`config.mk`:
```
export PLATFORM = sky130hd
export DESIGN_NAME = hour_unit_digit
export DESIGN_NICKNAME = d
export VERILOG_FILES = /design/src/rtl/hour_unit_digit.sv
export SDC_FILE = /design/constraint.sdc
export NUM_CORES = 1
export LEC_CHECK = 0
export ABC_AREA = 1
export BUFFER_PORTS_ARGS = -buffer_cell sky130_fd_sc_hd__buf_4
export CAP_MARGIN = 10
export CORE_UTILIZATION = 54
export CTS_CLUSTER_SIZE = 16
export DETAILED_ROUTE_END_ITERATION = 16
export PLACE_DENSITY = 0.8
export REMOVE_ABC_BUFFERS = 1
export SYNTH_ARGS = -nofsm -noshare
export SYNTH_HDL_FRONTEND = slang
export SYNTH_SLANG_ARGS = --single-unit
```
`constraint.sdc`:
```
create_clock -name clk_in -period 3.1 [get_ports clk_in]
set_input_delay 0.62 -clock clk_in [delete_from_list [all_inputs] [get_ports clk_in]]
set_output_delay 0.62 -clock clk_in [all_outputs]
set_load 0.02 [all_outputs]
```
`src/rtl/hour_unit_digit.sv`:
```
// Hours-units digit stage of the 24-hour clock.
// It counts hour increments from the minutes carry and from a synchronised,
// edge-detected adjust button. The digit wraps at 9, or at 3 when the tens
// digit reads 2. A one-cycle carry pulse advances the downstream tens stage.
// The stage also drives a registered 7-segment pattern of its own digit.
module hour_unit_digit #(
  parameter bit ADJ_CARRY   = 1'b0,  // 1: an adjust-driven wrap also pulses carry_out
  parameter int SYNC_STAGES = 2      // adj_btn synchronizer depth, must be >= 2
) (
  input  logic       clk_in,
  input  logic       rst,
  input  logic       tick_in,
  input  logic       adj_btn,
  input  logic [1:0] tens_in,
  output logic [3:0] bcd_out,
  output logic       carry_out,
  output logic [7:0] seg_data
);

  // Segment pattern {a,b,c,d,e,f,g,dp}. The decimal point is never lit.
  function automatic logic [7:0] seg_decode(input logic [3:0] digit);
    case (digit)
      4'd0:    seg_decode = 8'hFC;
      4'd1:    seg_decode = 8'h60;
      4'd2:    seg_decode = 8'hDA;
      4'd3:    seg_decode = 8'hF2;
      4'd4:    seg_decode = 8'h66;
      4'd5:    seg_decode = 8'hB6;
      4'd6:    seg_decode = 8'hBE;
      4'd7:    seg_decode = 8'hE0;
      4'd8:    seg_decode = 8'hFE;
      4'd9:    seg_decode = 8'hF6;
      default: seg_decode = 8'h00;
    endcase
  endfunction

  logic [SYNC_STAGES-1:0] sync_q, sync_d;
  logic                   edge_q, edge_d;
  logic [3:0]             bcd_q, bcd_d;
  logic                   carry_q, carry_d;
  logic [7:0]             seg_q, seg_d;

  logic       sync_out;
  logic       adj_pulse;
  logic       inc;
  logic [3:0] limit;

  assign sync_out  = sync_q[SYNC_STAGES-1];
  assign adj_pulse = sync_out & ~edge_q;
  assign inc       = tick_in | adj_pulse;
  // tens_in == 3 is illegal and is treated like 2, so tens_in[1] alone selects the 24h limit.
  assign limit     = tens_in[1] ? 4'd3 : 4'd9;

  // Next-state logic: synchronizer shift, edge history, digit count, carry and segment decode.
  always_comb begin
    // NOTE: every signal driven here gets a default first, so no path can leave it unassigned and infer a latch.
    sync_d  = {sync_q[SYNC_STAGES-2:0], adj_btn};
    edge_d  = sync_out;
    bcd_d   = bcd_q;
    carry_d = 1'b0;
    seg_d   = seg_decode(bcd_q);

    if (inc) begin
      if (bcd_q >= limit) begin
        // >= also catches a digit left out of range after tens was adjusted to 2.
        bcd_d   = 4'd0;
        carry_d = tick_in | ADJ_CARRY;
      end else begin
        bcd_d   = bcd_q + 4'd1;
      end
    end
  end

  // State registers with synchronous reset. Reset overrides every other event.
  always_ff @(posedge clk_in) begin
    // NOTE: sequential state uses non-blocking assignments so every flop samples pre-edge values.
    if (rst) begin
      sync_q  <= '0;
      edge_q  <= 1'b0;
      bcd_q   <= 4'd0;
      carry_q <= 1'b0;
      seg_q   <= 8'hFC;
    end else begin
      sync_q  <= sync_d;
      edge_q  <= edge_d;
      bcd_q   <= bcd_d;
      carry_q <= carry_d;
      seg_q   <= seg_d;
    end
  end

  assign bcd_out   = bcd_q;
  assign carry_out = carry_q;
  assign seg_data  = seg_q;

endmodule

```
==> Word level (Yosys, flattened, before mapping) <==
Memories as Yosys holds them, arrays and structs flattened. A register that Yosys moved wholly into a read port is not among the register bits.
Cells that the tools add are included.
{ "totals": {"reg_bits": 16, "rom_bits": 112, "inputBits": 6, "elab_cells": 16, "mem_count": 1} }
{ "classes": {"addsub": 1, "n_lt_le_gt_ge": 1, "mux": 2, "bitwise": 5, "n_reduce_logical": 1} }
{ "mem_list": {"columns": ["memory", "words", "width", "read_ports", "rd_clocked_by_memory_dff", "write_ports", "line", "rtl"], "rows": [
  ["(name not given)", 16, 7, 1, 1, 0, "22", "case (digit)"]
]} }
{ "ops": {"columns": ["cell", "count"], "rows": [
  ["2-to-1 mux 4 bit", 2],
  ["adder 4 x 1 -> 4 bit, second input constant", 1],
  [">= comparator 4 bit", 1],
  ["NOT 1 bit", 3],
  ["OR reduction 3 bit", 1],
  ["AND 1 bit", 1],
  ["OR 1 bit", 1]
]} }

==> Logic depth before layout (Yosys ltp) <==
Gate-level depths: netlist of run 1.
{ "logic_depth": {"depth_word": 5, "ltp_mapped": 9, "ltp_nobuf": 9} }

==> Worst setup path before layout of run 1 <==
No wires, ideal clock.
{ "synth_path": {"kind": "input-to-reg", "from": "input tens_in[1]", "to": "register bcd_q[0] (netlist: bcd_out[0])", "arrival_ns": 1.293, "t_required_ns": 2.988, "path_slack_ns": 1.695, "stages": 8, "path_cell_list": "ha_1 -> inv_1 -> nor2_1 -> nand2_1 -> nand2_1 -> nand2_1 -> nand2_2 -> nor2_1"} }
{ "synth_via": {"elab_chain_cells": 3} }
{ "synth_lines": {"columns": ["element", "line", "rtl"], "rows": [
  ["from (decl)", "14", "input logic [1:0] tens_in,"],
  ["2-to-1 mux 4 bit", "52", "assign limit = tens_in[1] ? 4'd3 : 4'd9;"],
  [">= comparator 4 bit", "64", "if (bcd_q >= limit) begin"],
  ["2-to-1 mux 4 bit", "64", null],
  ["to (signal assigned)", "80", "bcd_q <= 4'd0;"],
  ["to (signal assigned)", "86", "bcd_q <= bcd_d;"],
  ["to (decl)", "39", "logic [3:0] bcd_q, bcd_d;"]
]} }
No other way between the ends.
A chain may end at the register's enable or synchronous reset.

==> Final worst setup path of run 1 <==
{ "layout_path": {"from": "register bcd_q[2] (netlist: bcd_out[2])", "to": "output bcd_out[2]"} }
{ "layout_lines": {"columns": ["element", "line", "rtl"], "rows": [
  ["to (decl)", "15", "output logic [3:0] bcd_out,"]
]} }
No word-level cell between the ends.

==> results of run 1 <==
==> per-layer routing <==
metal	GRT usage (%)	wire length [um]	share of wire (%)	up-vias
met1	21.1	592	45	275
met2	33.9	673	51	13
li1	-	-	-	340
met5	0	0	0	-
met3	5.00	51	3.8	2
met4	6.90	11	0.83	0
==> cell type report <==
cell class | instances | area (um^2)
multi-input cells | 67 | 395
repair buffers | 16 | 120
fillers | 103 | 388
clock buffers | 4 | 26.3
flip-flops and latches | 15 | 300
inverters | 17 | 68.8
well taps | 15 | 18.8
==> cells in the mapped netlist <==
cell / n / area, um^2
nand2_2: 1 / 6.26
ha_1: 9 / 113
a31oi_4: 1 / 21.3
nor2_2: 1 / 6.26
o21ai_0: 4 / 20.0
inv_6: 1 / 8.76
and3_1: 1 / 6.26
conb_1: 1 / 3.75
nand2_4: 1 / 11.3
buf_6: 1 / 11.3
a21oi_1: 2 / 10.0
o21ai_2: 1 / 8.76
a21oi_2: 1 / 8.76
nor2_1: 7 / 26.3
buf_4: 1 / 7.51
or2_1: 1 / 6.26
nand3_1: 4 / 20.0
nor2_4: 1 / 11.3
inv_1: 16 / 60.1
dfxtp_1: 15 / 300
nand2_1: 31 / 116
==> per-stage QoR <==
step	power (W)	area (um^2)	cells
final	0.000398	930	134
after global routing	0.000422	930	134
after detailed placement	0.000296	903	130
after floorplan	0.000267	764	99
after CTS	0.000403	930	134
after global placement	0.000293	903	130
==> flip-flops by register name, summed over array words and instances (netlist names) <==
register,flops
bcd_out,4
carry_out,1
edge_q,1
seg_data,7
sync_q,2
==> logic make-up (layout without fill, tap and decap cells) <==
kind of cell    after synthesis  count (layout)  share of synthesized area (%)
compound gates                9               9                           8.79
fa+ha+maj                     9               9                           14.4
buf+inv                      19              37                           11.2
flops                        15              15                           38.3
other cells                   1               1                          0.479
simple gates                 48              48                           26.8
==> worst max path at each step <==
stage,endpoint,start,slack [ns],cells past startpoint
after floorplan,bcd_out[0],tens_in[1],1.69,8
after global placement,bcd_out[2],tens_in[1],1.51,9
after detailed placement,bcd_out[2],tens_in[1],1.45,9
after CTS,bcd_out[2],bcd_out[2],1.37,1
after global routing,bcd_out[2],bcd_out[2],1.33,1
final,bcd_out[2],bcd_out[2],1.38,1
==> where the power goes <==
group | total [W] | internal [W] | switching [W]
Combinational | 0.0000790 | 0.0000318 | 0.0000473
Sequential | 0.000212 | 0.000203 | 0.00000869
Clock | 0.000107 | 0.0000498 | 0.0000575
==> summary.txt, run 1 <==
Timing
  – Worst Hold Margin: 0.407 ns
  – Max Slew Vio Count: 0
  – Final setup fails: 0
  – Hold Vio Cnt, Final: 0
  – Setup ws final: 1.38 ns
  – FMAX: 581 MHz
  – Period Utilization, post-route: 55.6%
  – Clk_skew: 0.00506 ns
  – Setup TNS: 0 ns
  – RSZ-0062 raised after global routing: false
  – Fin crit period: 1.72 ns

Finish
  – Most common cell after layout, fill and taps aside: nand2_1
  – Most frequent cells in the layout: 31 x nand2_1, 16 x inv_1, 16 x buf_4
  – Ant diodes: 0
  – NumNets Final: 135
  – Final Core Density: 70.6%
  – Share of layout cells above drive strength 1: 22.7%
  – Synth-to-Final Area Change: 18.7%

Floorplan
  – Core area: 0.00132 mm^2
  – Die W: 40.1 um
  – Die Ht: 40.1 um
  – Initial core utilization: 59.4%
  – Die area: 0.00161 mm^2
  – Row count: 13
  – Top Ports: 19

Synth
  – FF+latch count, synth: 15
  – Gate Count Post-Synth: 101
  – Syn avg cell area: 7.75 um^2
  – Yosys Warn Count: 0
  – Sequential area share after synthesis: 38.3%
  – Post-synthesis cell area: 783 um^2
  – Distinct cells, synth: 21

Drt
  – Post-route ant nets: 0
  – Drc violations: 0
  – Vias: 630
  – Avg WL per Cell: 9.91 um
  – Drt pass-1 iters: 4
  – Starting DRT DRC Count: 6
  – Vias per cell: 4.70
  – Total Wirelength: 1.33 mm

Clock network
  – Clock Sinks: 15
  – CTS H-tree lvls: 1
  – Post-CTS Resized: 0
  – Reg clk slew, reported paths: 0.09 ns
  – CTS tree: yes
  – Clock latency on the worst-skew pair: 0.27 ns
  – Post-CTS setup buffers: 0
  – Clock Path Buffers: 2
  – Root Driver: clkbuf_4
  – CTS hold repair buffers: 0
  – Cts bufs inserted: 3

Hold path
  – Worst min-delay path category: reg2reg
  – Hold_sp: sync_q[0]
  – Hold path cells: 2
  – Worst Hold End: sync_q[1]

Pwr
  – Leak: 0.482 nW
  – Pwr/cell area: 428 mW/mm^2
  – Peak VDD IR: 0.223 mV

Setup path
  – Kind of critical path: reg2out
  – Max incr delay on CP: 0.60 ns
  – Crit path cell chain: buf_4
  – Crit path arrival time: 1.10 ns
  – Worst-path fanout max: 11
  – Reg2Reg Capture Point: seg_data[4]
  – Crit path launch type: flip-flop
  – Crit-path leading delay family: flip-flops
  – Origin of the critical flop-to-flop path: bcd_out[1]
  – Worst path required time: 2.48 ns
  – Reg2reg setup slack: 1.69 ns
  – Critical path endpoint category: output pin
  – CP max stage cell: dfxtp_1
  – CP bufs+invs: 1
  – Worst R2R Path Depth: 6

Placed design
  – Post-DP HPWL: 1.03 mm
  – Dpl ws: 1.45 ns
  – Routability Congestion: 0.829
  – Port Buffers: 16

GRT
  – Initial antenna violation count: 0
  – First-pass GRT wire length: 2.04 mm
  – Largest net degree at the start of global routing: 12
  – Overflow after GRT: 0
  – Overall routing resource usage: 18.9%
  – Number of global-route vias before repair: 532

Flow run
  – # Max-Cap Violations: 0

Outcome
  – Status: finished clean
(Power assumes the default switching activity.)
==> run 2: changes to the inputs <==
- ABC_AREA: 1 -> 0
- CORE_UTILIZATION: 54 -> 45
- PLACE_DENSITY: 0.8 -> 0.72
- clock period: 3.1 -> 1.57 ns (I/O delays scaled with it)
==> run 2 against run 1 <==
Effect of this change: the run now ends with setup timing left; worst setup slack got worse by 1.4 ns; sequential power increased by 94%; via count decreased by 0.32%; critical endpoint is now bcd_out[3].
==> summary.txt, run 2 <==
Synth
  – Sequential area share after synthesis: 40.7%
  – Distinct cells, synth: 26
  – Synth top area cells: dfxtp_1 41%, ha_1 15%, o21ai_0 4.8%
  – Post-synth top area share: 40.7%
  – Post-synthesis cell area: 737 um^2
  – Xor/xnor share of the synthesized area: 1.19%
  – Gate Count Post-Synth: 80
  – Yosys Warn Count: 0
  – Post-synth EDFFs: 0
  – Share of flip-flops with an asynchronous set or reset: 0%
  – Syn avg cell area: 9.21 um^2
  – Fraction of synthesized area in multiplexers: 0%
  – Post-Synth Adder-Cell Area: 15.3%
  – Leading area contributor after synthesis: dfxtp_1
  – Simple-gate area share of the yosys netlist: 17.5%
  – Top FF cell, synth: dfxtp_1
  – FF+latch count, synth: 15
  – Post-synthesis compound-gate area fraction: 17.1%
  – Count leader, synth: dfxtp_1
  – Main combinational cell family by area after synthesis: simple AND/OR/NAND/NOR gates
  – Most frequent cells after synthesis: 15 x dfxtp_1, 9 x ha_1, 8 x inv_1, 7 x o21ai_0

Setup path
  – Worst-path fanout max: 2
  – CP max stage cell: or4b_1
  – Crit path cell chain: ha_4, a211o_1, a21oi_4, or4b_1, a31oi_1
  – Crit path launch type: flip-flop
  – Max incr delay on CP: 0.45 ns
  – Crit path arrival time: 1.82 ns
  – Kind of critical path: reg2reg
  – Reg2reg setup slack: -0.04 ns
  – Critical path endpoint category: flip-flop
  – Crit-path leading delay family: compound AO/OA/AOI/OAI gates
  – CP bufs+invs: 0
  – Worst path required time: 1.78 ns

Clock network
  – CTS tree: yes
  – CTS hold repair buffers: 0
  – Clock latency on the worst-skew pair: 0.28 ns
  – Root Driver: clkbuf_4
  – Clock Sinks: 15
  – Cts bufs inserted: 3
  – Reg clk slew, reported paths: 0.09 ns
  – Clock Path Buffers: 2
  – CTS H-tree lvls: 1

Floorplan
  – Row count: 14
  – Initial core utilization: 48.4%
  – Die Ht: 42.5 um
  – Core area: 0.00152 mm^2
  – Die W: 42.5 um
  – Die area: 0.00180 mm^2
  – Top Ports: 19

Placed design
  – Cells after DPL: 115
  – Routability Congestion: 0.786
  – Dpl ws: -0.344 ns
  – Port Buffers: 16
  – Placement Cell Area: 903 um^2

GRT
  – Number of global-route vias before repair: 515
  – Overall routing resource usage: 18.0%
  – Largest net degree at the start of global routing: 15
  – First-pass GRT wire length: 2.45 mm
  – Overflow after GRT: 0
  – Initial antenna violation count: 0

Drt
  – Drc violations: 0
  – Vias: 628
  – Drt pass-1 iters: 4
  – Post-route ant nets: 0
  – Vias per cell: 5.23
  – Total Wirelength: 1.44 mm
  – Starting DRT DRC Count: 21
  – Avg WL per Cell: 12.0 um

Timing
  – Fin crit period: 1.61 ns
  – Max Slew Vio Count: 0
  – Final setup fails: 2
  – FMAX: 620 MHz
  – Setup ws final: -0.0421 ns
  – Worst Hold Margin: 0.257 ns
  – Clk_skew: 0.00272 ns
  – Period Utilization, post-route: 103%
  – RSZ-0062 raised after global routing: true
  – Hold Vio Cnt, Final: 0

Finish
  – NumNets Final: 120
  – Max reg flops: 7
  – Final non-filler cell total: 120
  – Design Area, Final: 955 um^2
  – Ant diodes: 0
  – Share of layout cells above drive strength 1: 29.8%
  – Synth-to-Final Area Change: 29.5%
  – Most common cell after layout, fill and taps aside: buf_4
  – Most frequent cells in the layout: 24 x buf_4, 14 x dfxtp_1, 8 x inv_1, 8 x ha_1, 7 x o21ai_0

Pwr
  – Pwr/cell area: 858 mW/mm^2
  – Peak VDD IR: 0.471 mV
  – Total power: 0.000819 W
  – Leak: 0.428 nW

Hold path
  – Worst min-delay path category: in2reg

Outcome
  – Failing checks: setup timing
  – Status: finished, violations left

Flow run
  – # Max-Cap Violations: 0
## run 2: stage by stage
stage | setup TNS, ns | utilization [%]
floorplan | -1.24 | -
global placement | -0.635 | 59.3
detailed placement | -0.775 | 59.3
CTS | -0.0861 | 62.4
global route | -0.200 | 62.6
finish | -0.0645 | 62.6
## run 2: path summary, 6_finish.rpt
kind	start	to	depth (start not counted)
min	adj_btn	sync_q[0]	2
max	bcd_out[1]	bcd_out[3]	5
min reg2reg	sync_q[0]	sync_q[1]	1
max reg2reg	bcd_out[1]	bcd_out[3]	5
## run 2: where the power goes
part / switching, W / internal, W / total, W / leakage (nW)
sequential: 0.00000783 / 0.000403 / 0.000411 / 0.123
clock: 0.000121 / 0.0000984 / 0.000219 / 0.0150
combinational: 0.000104 / 0.0000854 / 0.000189 / 0.290
total: 0.000232 / 0.000587 / 0.000819 / 0.428
## run 2: cell type report
class	instances	area [um^2]
fill	136	569
multi-input combinational	53	397
sequential	15	302
timing repair buffer	24	180
inverter	8	30.0
clock buffer	4	26.3
tap	16	20.0
## run 2: cell families after synthesis
group                    count (synthesis)
buffers and inverters                   12
flip-flops                              15
AND/OR/NAND/NOR                         22
adder cells (fa/ha/maj)                  9
AO/OA/AOI/OAI                           20
other                                    1
XOR/XNOR                                 1
## run 2: timing repair
item	in CTS	in global routing
hold endpoints to repair	0	0
setup buffers	1	0
cloned	0	0
pin swaps	4	3
gates resized for setup	2	1
setup endpoints to repair	2	4
## run 2: metal layers
| metal | GRT usage, % | vias to the layer above | wire (um) |
|---|---|---|---|
| met1 | 26.1 | 295 | 707 |
| met3 | 2.59 | 4 | 45 |
| met2 | 26.5 | 16 | 656 |
| li1 | - | 313 | - |
| met4 | 7.50 | 0 | 26 |
| met5 | 0 | - | 0 |
## run 2: worst register-to-register path: stages (launching register included)
cell	delay, ns
dfxtp_2	0.35
ha_4	0.19
a211o_1	0.28
a21oi_4	0.13
or4b_1	0.45
a31oi_1	0.14
==> run 3: changes to the inputs <==
- ABC_AREA: 0 -> 1
==> run 3 against run 2 <==
Effect of this change: the run ends with DRC left; core utilization fell by 1.9 points; hold slack got worse by 0.032 ns; largest cell class unchanged; largest power group unchanged; highest routed layer unchanged; register-to-register slack improved by 0.23 ns; global-route usage fell by 1.4 points; cell count rose by 14%; critical path depth fell by 4.
==> summary.txt, run 3 (same netlist as run 1, synthesis figures left out) <==
Drt
  – Drt pass-1 iters: 10
  – Total Wirelength: 1.35 mm
  – Starting DRT DRC Count: 8
  – Vias: 627
  – Vias per cell: 4.58
  – Drc violations: 2
  – Post-route ant nets: 0
  – Avg WL per Cell: 9.87 um

Pwr
  – Pwr/cell area: 841 mW/mm^2
  – Leak: 0.495 nW
  – Peak VDD IR: 0.543 mV

Finish
  – Final Core Density: 60.8%
  – Synth-to-Final Area Change: 20.9%
  – Max reg flops: 7
  – Most common cell after layout, fill and taps aside: nand2_1
  – Area taken by multi-input logic gates: 395 um^2
  – NumNets Final: 137
  – Ant diodes: 0
  – Share of layout cells above drive strength 1: 24.8%
  – Reg area: 300 um^2
  – Final non-filler cell total: 137
  – # fillers: 141
  – Most frequent cells in the layout: 31 x nand2_1, 18 x buf_4, 16 x inv_1

Placed design
  – Cells after DPL: 133
  – Dpl ws: 0.194 ns
  – Post-DP HPWL: 1.05 mm
  – Port Buffers: 16
  – Routability Congestion: 0.788

GRT
  – Overall routing resource usage: 16.6%
  – Number of global-route vias before repair: 556
  – Met3 usage: 6.25%
  – Initial antenna violation count: 0
  – Largest net degree at the start of global routing: 12
  – First-pass GRT wire length: 2.27 mm
  – Met2 Resource Use GR: 29.9%
  – Overflow after GRT: 0
  – GRT met1 Usage: 16.7%
  – Gr busiest metal: met2

Setup path
  – Worst Setup EP: bcd_out[2]
  – Crit path arrival time: 1.14 ns
  – Origin of the critical flop-to-flop path: bcd_out[1]
  – Worst-path fanout max: 11
  – Crit path launch type: flip-flop
  – CP Depth: 1
  – Crit-path leading delay family: flip-flops
  – Worst path required time: 1.26 ns
  – Kind of critical path: reg2out
  – Crit. Startpoint: bcd_out[2]
  – CP bufs+invs: 1
  – Worst R2R Path Depth: 6
  – Reg2reg setup slack: 0.19 ns
  – Reg2Reg Capture Point: seg_data[7]
  – Critical path endpoint category: output pin
  – Crit path cell chain: buf_4
  – CP max stage cell: dfxtp_1
  – Max incr delay on CP: 0.62 ns

Hold path
  – Worst min-delay path category: in2reg

Outcome
  – Status: finished, violations left
  – Failing checks: DRC

Timing
  – RSZ-0062 raised after global routing: false
  – Setup TNS: 0 ns
  – Hold Vio Cnt, Final: 0
  – FMAX: 688 MHz
  – Period Utilization, post-route: 92.6%
  – Clk_skew: 0.000817 ns
  – Worst Hold Margin: 0.225 ns
  – Fin crit period: 1.45 ns
  – Final setup fails: 0
  – Max Slew Vio Count: 0
  – Setup ws final: 0.116 ns

Floorplan
  – Die area: 0.00191 mm^2
  – Die W: 43.7 um
  – Die Ht: 43.7 um
  – Row count: 14
  – Core area: 0.00156 mm^2
  – Top Ports: 19
  – Initial core utilization: 50.2%

Flow run
  – # Max-Cap Violations: 0

Clock network
  – CTS hold repair buffers: 0
  – Clock Path Buffers: 2
  – Root Driver: clkbuf_4
  – Clock Sinks: 15
  – Post-CTS Resized: 0
  – Post-CTS setup buffers: 0
  – Clock latency on the worst-skew pair: 0.29 ns
  – Cts bufs inserted: 3
  – CTS tree: yes
  – Reg clk slew, reported paths: 0.08 ns
  – CTS H-tree lvls: 1
run 3: changes by cell type in the layout (fill, tap and decap cells not counted), sizes merged, moves of 3 or more:
cell	change
nand2	+27
inv	+9
buf	-6
nor2	+6
a21oi	-4
nor2b	-3
run 3: layout make-up:
cell class,instances,area share (%)
timing repair buffer,18,14.3
sequential,15,31.7
multi-input combinational,67,41.7
clock buffer,3,2.38
tap,16,2.11
clock inverter,1,0.528
inverter,17,7.27
run 3: metrics by stage:
step                instance area (um^2)  total power [W]
finish                               947         0.000797
global placement                     920         0.000582
CTS                                  947         0.000807
detailed placement                   920         0.000587
global route                         947         0.000842
floorplan                            764         0.000527
run 3: worst min path at each step:
stage	start	to	slack, ns	cells past startpoint
2_1_floorplan	rst	seg_data[1]	0.38	1
3_3_place_gp	sync_q[0]	sync_q[1]	0.39	2
3_5_place_dp	sync_q[0]	sync_q[1]	0.40	2
4_1_cts	adj_btn	sync_q[0]	0.21	3
5_1_grt	adj_btn	sync_q[0]	0.24	3
6_report	adj_btn	sync_q[0]	0.22	3
run 3: power by group:
group	leakage, nW	internal, W	switching (W)	total [W]
logic	0.355	0.0000661	0.0000974	0.000164
clock network	0.0177	0.0000949	0.000125	0.000220
registers	0.123	0.000401	0.0000122	0.000413
total	0.495	0.000562	0.000234	0.000797
run 3: per-layer routing:
metal  routed length [um]  up-vias
li1                     -      342
met1                  540      270
met2                  723       12
met3                   71        3
met4                   17        0
met5                    0        -
